`src/rtl/control_fsm_pkg.sv`:
```
// Shared encodings for the multicycle controller: states, opcodes, datapath selects and
// the control word passed from the output decoder to the top.
package control_fsm_pkg;

  typedef enum logic [3:0] {
    StFetch    = 4'd0,
    StDecode   = 4'd1,
    StMemAdr   = 4'd2,
    StMemRead  = 4'd3,
    StMemWb    = 4'd4,
    StMemWrite = 4'd5,
    StExecR    = 4'd6,
    StExecI    = 4'd7,
    StAluWb    = 4'd8,
    StBeq      = 4'd9,
    StJal      = 4'd10,
    StError    = 4'd11
  } state_e;

  localparam logic [6:0] OpLw  = 7'b0000011;
  localparam logic [6:0] OpSw  = 7'b0100011;
  localparam logic [6:0] OpR   = 7'b0110011;
  localparam logic [6:0] OpI   = 7'b0010011;
  localparam logic [6:0] OpBeq = 7'b1100011;
  localparam logic [6:0] OpJal = 7'b1101111;

  // ALUop encoding, also consumed by the ALU decoder
  localparam logic [1:0] AluAdd   = 2'b00;
  localparam logic [1:0] AluSub   = 2'b01;
  localparam logic [1:0] AluFunct = 2'b10;

  localparam logic [1:0] SrcAPc    = 2'b00;
  localparam logic [1:0] SrcAOldPc = 2'b01;
  localparam logic [1:0] SrcARd1   = 2'b10;

  localparam logic [1:0] SrcBRd2  = 2'b00;
  localparam logic [1:0] SrcBImm  = 2'b01;
  localparam logic [1:0] SrcBFour = 2'b10;

  localparam logic [1:0] ResAluOut    = 2'b00;
  localparam logic [1:0] ResData      = 2'b01;
  localparam logic [1:0] ResAluResult = 2'b10;

  localparam logic [1:0] ImmI = 2'b00;
  localparam logic [1:0] ImmS = 2'b01;
  localparam logic [1:0] ImmB = 2'b10;
  localparam logic [1:0] ImmJ = 2'b11;

  // fetch marks strobes that only fire once memory data is valid
  typedef struct packed {
    logic [1:0] alu_op;
    logic [1:0] alu_src_a;
    logic [1:0] alu_src_b;
    logic [1:0] result_src;
    logic [1:0] imm_src;
    logic       adr_src;
    logic       fetch;
    logic       reg_write;
    logic       mem_write;
    logic       pc_update;
    logic       branch;
    logic       instr_done;
    logic       illegal;
  } ctrl_word_t;

  function automatic logic [1:0] imm_src_of(input logic [6:0] op);
    case (op)
      OpSw:    return ImmS;
      OpBeq:   return ImmB;
      OpJal:   return ImmJ;
      default: return ImmI;
    endcase
  endfunction

endpackage

```
`src/rtl/ctrl_out_decode.sv`:
```
// Combinational control-word decoder: Moore outputs per state plus op-derived imm_src.
module ctrl_out_decode
  import control_fsm_pkg::*;
(
  input  state_e     i_state,
  input  logic [6:0] i_op,
  output ctrl_word_t o_cw
);

  always_comb begin
    o_cw         = '0;
    o_cw.imm_src = imm_src_of(i_op);
    case (i_state)
      StFetch: begin
        o_cw.alu_src_b  = SrcBFour;
        o_cw.result_src = ResAluResult;
        o_cw.fetch      = 1'b1;
      end
      StDecode: begin
        o_cw.alu_src_a = SrcAOldPc;
        o_cw.alu_src_b = SrcBImm;
      end
      StMemAdr: begin
        o_cw.alu_src_a = SrcARd1;
        o_cw.alu_src_b = SrcBImm;
      end
      StMemRead: o_cw.adr_src = 1'b1;
      StMemWb: begin
        o_cw.result_src = ResData;
        o_cw.reg_write  = 1'b1;
        o_cw.instr_done = 1'b1;
      end
      StMemWrite: begin
        o_cw.adr_src    = 1'b1;
        o_cw.mem_write  = 1'b1;
        o_cw.instr_done = 1'b1;
      end
      StExecR: begin
        o_cw.alu_src_a = SrcARd1;
        o_cw.alu_op    = AluFunct;
      end
      StExecI: begin
        o_cw.alu_src_a = SrcARd1;
        o_cw.alu_src_b = SrcBImm;
        o_cw.alu_op    = AluFunct;
      end
      StAluWb: begin
        o_cw.reg_write  = 1'b1;
        o_cw.instr_done = 1'b1;
      end
      StBeq: begin
        o_cw.alu_src_a  = SrcARd1;
        o_cw.alu_op     = AluSub;
        o_cw.branch     = 1'b1;
        o_cw.instr_done = 1'b1;
      end
      StJal: begin
        o_cw.alu_src_a = SrcAOldPc;
        o_cw.alu_src_b = SrcBFour;
        o_cw.pc_update = 1'b1;
      end
      StError: o_cw.illegal = 1'b1;
      default: ;
    endcase
  end

endmodule

```
`src/rtl/control_fsm.sv`:
```
// Multicycle RISC-V main controller: state register, next-state logic and strobe gating
// around the combinational control-word decoder.
module control_fsm
  import control_fsm_pkg::*;
#(
  parameter bit HALT_ON_ILLEGAL = 1'b1
) (
  input  logic       clk,
  input  logic       reset,
  input  logic [6:0] op,
  input  logic       zero,
  input  logic       mem_ready,
  output logic [1:0] alu_op,
  output logic [1:0] alu_src_a,
  output logic [1:0] alu_src_b,
  output logic [1:0] result_src,
  output logic [1:0] imm_src,
  output logic       adr_src,
  output logic       ir_write,
  output logic       reg_write,
  output logic       mem_write,
  output logic       pc_write,
  output logic       instr_done,
  output logic       illegal,
  output logic [3:0] state
);

  state_e     r_state;
  state_e     w_state_d;
  ctrl_word_t w_cw;
  logic       w_run;
  logic       w_fetch_go;

  always_ff @(posedge clk or posedge reset) begin
    if (reset) r_state <= StFetch;
    else       r_state <= w_state_d;
  end

  always_comb begin
    w_state_d = r_state;
    case (r_state)
      StFetch:   if (mem_ready) w_state_d = StDecode;
      StDecode: begin
        case (op)
          OpLw, OpSw: w_state_d = StMemAdr;
          OpR:        w_state_d = StExecR;
          OpI:        w_state_d = StExecI;
          OpBeq:      w_state_d = StBeq;
          OpJal:      w_state_d = StJal;
          default:    w_state_d = HALT_ON_ILLEGAL ? StError : StFetch;
        endcase
      end
      StMemAdr:  w_state_d = (op == OpLw) ? StMemRead : StMemWrite;
      StMemRead: if (mem_ready) w_state_d = StMemWb;
      StMemWb, StMemWrite, StAluWb, StBeq: w_state_d = StFetch;
      StExecR, StExecI, StJal:             w_state_d = StAluWb;
      StError:   w_state_d = StError;
      default:   w_state_d = StFetch;
    endcase
  end

  ctrl_out_decode u_decode (
    .i_state (r_state),
    .i_op    (op),
    .o_cw    (w_cw)
  );

  // Reset masks every strobe, including the mem_ready-gated fetch strobes
  assign w_run      = ~reset;
  assign w_fetch_go = w_cw.fetch & mem_ready;

  assign alu_op     = w_cw.alu_op;
  assign alu_src_a  = w_cw.alu_src_a;
  assign alu_src_b  = w_cw.alu_src_b;
  assign result_src = w_cw.result_src;
  assign imm_src    = w_cw.imm_src;
  assign adr_src    = w_cw.adr_src;
  assign ir_write   = w_run & w_fetch_go;
  assign reg_write  = w_run & w_cw.reg_write;
  assign mem_write  = w_run & w_cw.mem_write;
  assign pc_write   = w_run & (w_cw.pc_update | w_fetch_go | (w_cw.branch & zero));
  assign instr_done = w_run & w_cw.instr_done;
  assign illegal    = w_cw.illegal;
  assign state      = r_state;

endmodule

```
`config.mk`:
```
export PLATFORM = sky130hd
export DESIGN_NAME = control_fsm
export DESIGN_NICKNAME = d
export VERILOG_FILES = /design/src/rtl/control_fsm_pkg.sv /design/src/rtl/ctrl_out_decode.sv /design/src/rtl/control_fsm.sv
export SDC_FILE = /design/constraint.sdc
export NUM_CORES = 1
export LEC_CHECK = 0
export CAP_MARGIN = 15
export CORE_UTILIZATION = 37
export DETAILED_ROUTE_END_ITERATION = 6
export GPL_ROUTABILITY_DRIVEN = 0
export MAX_ROUTING_LAYER = met4
export PLACE_DENSITY = 0.83
export SYNTH_ARGS = -nofsm -noshare
export SYNTH_HDL_FRONTEND = slang
export SYNTH_SLANG_ARGS = --single-unit
```
`constraint.sdc`:
```
create_clock -name clk -period 1.97 [get_ports clk]
set_input_delay 0.2955 -clock clk [delete_from_list [all_inputs] [get_ports clk]]
set_output_delay 0.2955 -clock clk [all_outputs]
set_load 0.01 [all_outputs]
```
==> results.md <==
- Top-area cell type share of the netlist area: 0.1743
- CTS sink cnt: 4
- Final hold violations: 0
- IO Count: 32
- Sequential area share after synthesis: 0.1743
- Yosys warnings: 0
- Largest net degree at the start of global routing: 11
- Final core area utilization: 0.8077
- Post-synth ARST share: 1.000
- Vias in the first global route: roughly 720
- Die X: 41.40 um
- Die H: ~41 um
- CTS Buffer Depth: 2
- Clock Latency Late Sink: between 0.2 and 0.25 ns
- Area fraction in compound gates after synthesis: 0.2397
- WL/cell: between 15 and 20 um
- Max reg flops: 4
- Commonest non-fill, non-tap cell in the layout: buf_4
- CTS buffer count: 3
- RSZ-0062 raised after global routing: false
- Area Overhead vs Synth: 92.16%
- Seq. cell area: 103.9 um2
- Power share of the combinational group: 0.774
- CTS tree: done
- Clock power share: 0.077
- Slew headroom: 0.8302
- Final Max Tran Viols: 0
- Post-synth top flop: dfrtp_1
- Site row count: 13
- Layout fillers: 97
- HPWL Detailed: approximately 1600 um
- Hold-fix buffers at CTS: 0
- Fmax achieved: between 0.5 and 0.6 GHz
- Net load switching power: approximately 630 uW
- Maxcap violations: 0
- Commonest non-fill, non-tap cells in the layout: 25 x buf_4, 16 x clkdlybuf4s50_1, 10 x nor2_1
- Layout Skew: ~0.0016 ns
- Final worst-path cycle share: 0.9793
- Drt pass-1 iters: 4
- Starting DRT DRC Count: 39
- WP data required: approximately 1.7 ns
- Share of cells above drive strength 1: 0.3233
- Area of the multi-input gates: around 460 um2
- CTS root buf: clkbuf_4
- Initial antenna violation count: 0
- Post-synth EDFFs: 0
- Pleak: around 0.57 nW
- Largest family of logic cells by synthesized area: simple AND/OR/NAND/NOR gates
- # port buffers: 31
- Total Routing Usage GR: 0.2960
- Residual DRC: 0
- Distinct cells, synth: 33
- Final Setup Violations: 0
- Post-Synthesis Cells: 80
- Reg2Reg Setup Slack: 0.30 ns
- Gr ovfl total: 0
- Final-stage net count: ~150
- Slew @ Worst Pin: roughly 0.25 ns
- Tmin final: between 1.5 and 2 ns
- # diodes: 0
- Antenna-violating nets left: 0
- Path depth of the worst reg2reg path: 5
- Critical Path Sink Type: output pin
- Post-route cell area: roughly 0.0011 mm2
- # H-tree levels: 1
- Post-synthesis xor/xnor area fraction: 0.06100
- Maximum VDD drop: 0.7534 mV
- Hold_ws: around 0.5 ns
- Status: complete, no violations
- Post-synthesis register bit count: 4
- Mux cell area share after synthesis: 0
- Post-Synth Adder-Cell Area: 0
- Initial core utilization: 0.4203
- Seq pwr share: 0.149
- Sw Ratio: 0.4534
- P_int: around 760 uW
- Core ar.: approximately 0.0014 mm2
- Hold WC Path Type: input port to asynchronous set/reset pin
- CP max FO: 6
- Full die area: 0.001714 mm2
- WL final: roughly 2300 um
- WP data arrival: ~1.6 ns
- Wire length of the first global-routing pass: about 3200 um
- Top post-synthesis cells by area: dfrtp_1 17%, nor2_1 6.5%, nor3_1 5.2%
- Synth area leader: dfrtp_1
- Mean Syn Cell Area: around 7 um2
- Post-route insts no fill: 148
- Placed inst area: a little over 0.001 mm2
- Via density: 5.845
- Clock transition at path regs: approximately 0.04 ns
- Crit Path Category: flip-flop to output pin
- Placed Cells: 140
- Post-Synth Simple-Gate Area: 0.4444
- Post-Synthesis Net Count: between 90 and 100
- Pwr Density: roughly 1300 mW/mm2
- Routed vias: just under 900
- Mapped cell area: 574.3 um2
- Worst setup SP type: flip-flop
## stage by stage
stage | setup WS [ns] | power (mW) | TNS [ns]
finish | 0.04083 | 1.393 | 0
global placement | -0.3450 | 1.167 | -0.4474
CTS | 0.0004171 | 1.362 | 0
floorplan | 0.3248 | 0.7002 | 0
detailed placement | -0.4034 | 1.198 | -0.5723
global route | 0.005864 | 1.479 | 0
## critical path: stages (launching register included)
cell and delay [ns]:
dfrtp_2 0.46, nor2b_4 0.21, nor2b_2 0.17, clkdlybuf4s50_1 0.54
## final timing paths
path | from | endpoint
worst min register to register | state[3] | state[1]
worst max-delay path | state[3] | alu_op[0]
worst min-delay path | reset | state[3]
worst max register to register | state[3] | state[2]
min in group clk | state[3] | state[1]
max in group asynchronous | reset | state[1]
## routing by layer
| layer | track usage | vias up | share of wire |
|---|---|---|---|
| met4 | 0.08065 | 0 | 0.013 |
| met3 | 0.02660 | 6 | 0.077 |
| li1 | - | 397 | - |
| met5 | - | - | 0 |
| met2 | 0.4922 | 47 | 0.50 |
| met1 | 0.3817 | 415 | 0.41 |
## kinds of logic after synthesis
logic type,Yosys count
simple gates,46
buf+inv,9
compound gates,17
xor+xnor,4
flops,4
## synth_stat cells, types with 2 or more instances
cell	count
nor2_1	10
nor3_1	6
nand2_1	5
a211oi_1	4
buf_2	4
dfrtp_1	4
nor2b_1	4
a21oi_1	3
and2_1	3
inv_1	3
nand2b_1	3
nor3b_1	3
nor4_1	3
a211o_1	2
nand3_1	2
o21a_1	2
xnor2_1	2
xor2_1	2
## final cells by class
type | count | share of cell area
Sequential cell | 4 | 0.09410
Multi-Input combinational cell | 67 | 0.4172
Tap cell | 15 | 0.01701
Clock buffer | 3 | 0.02041
Timing Repair Buffer | 56 | 0.4410
Inverter | 3 | 0.01020
## repair_timing
item	CTS	global route
gates resized for setup	24	9
buffers inserted	5	0
setup endpoints to repair	17	7
cloned	0	0
## power by group through the flow
| stage | clock network [mW] | registers, mW | logic (mW) |
|---|---|---|---|
| 3_5_place_dp | 0 | 0.189 | 1.01 |
| 6_report | 0.107 | 0.207 | 1.08 |
| 2_1_floorplan | 0 | 0.157 | 0.543 |
| 5_1_grt | 0.111 | 0.211 | 1.16 |
| 4_1_cts | 0.108 | 0.195 | 1.06 |
| 3_3_place_gp | 0 | 0.184 | 0.982 |
Power figures use the tool's default switching activity.
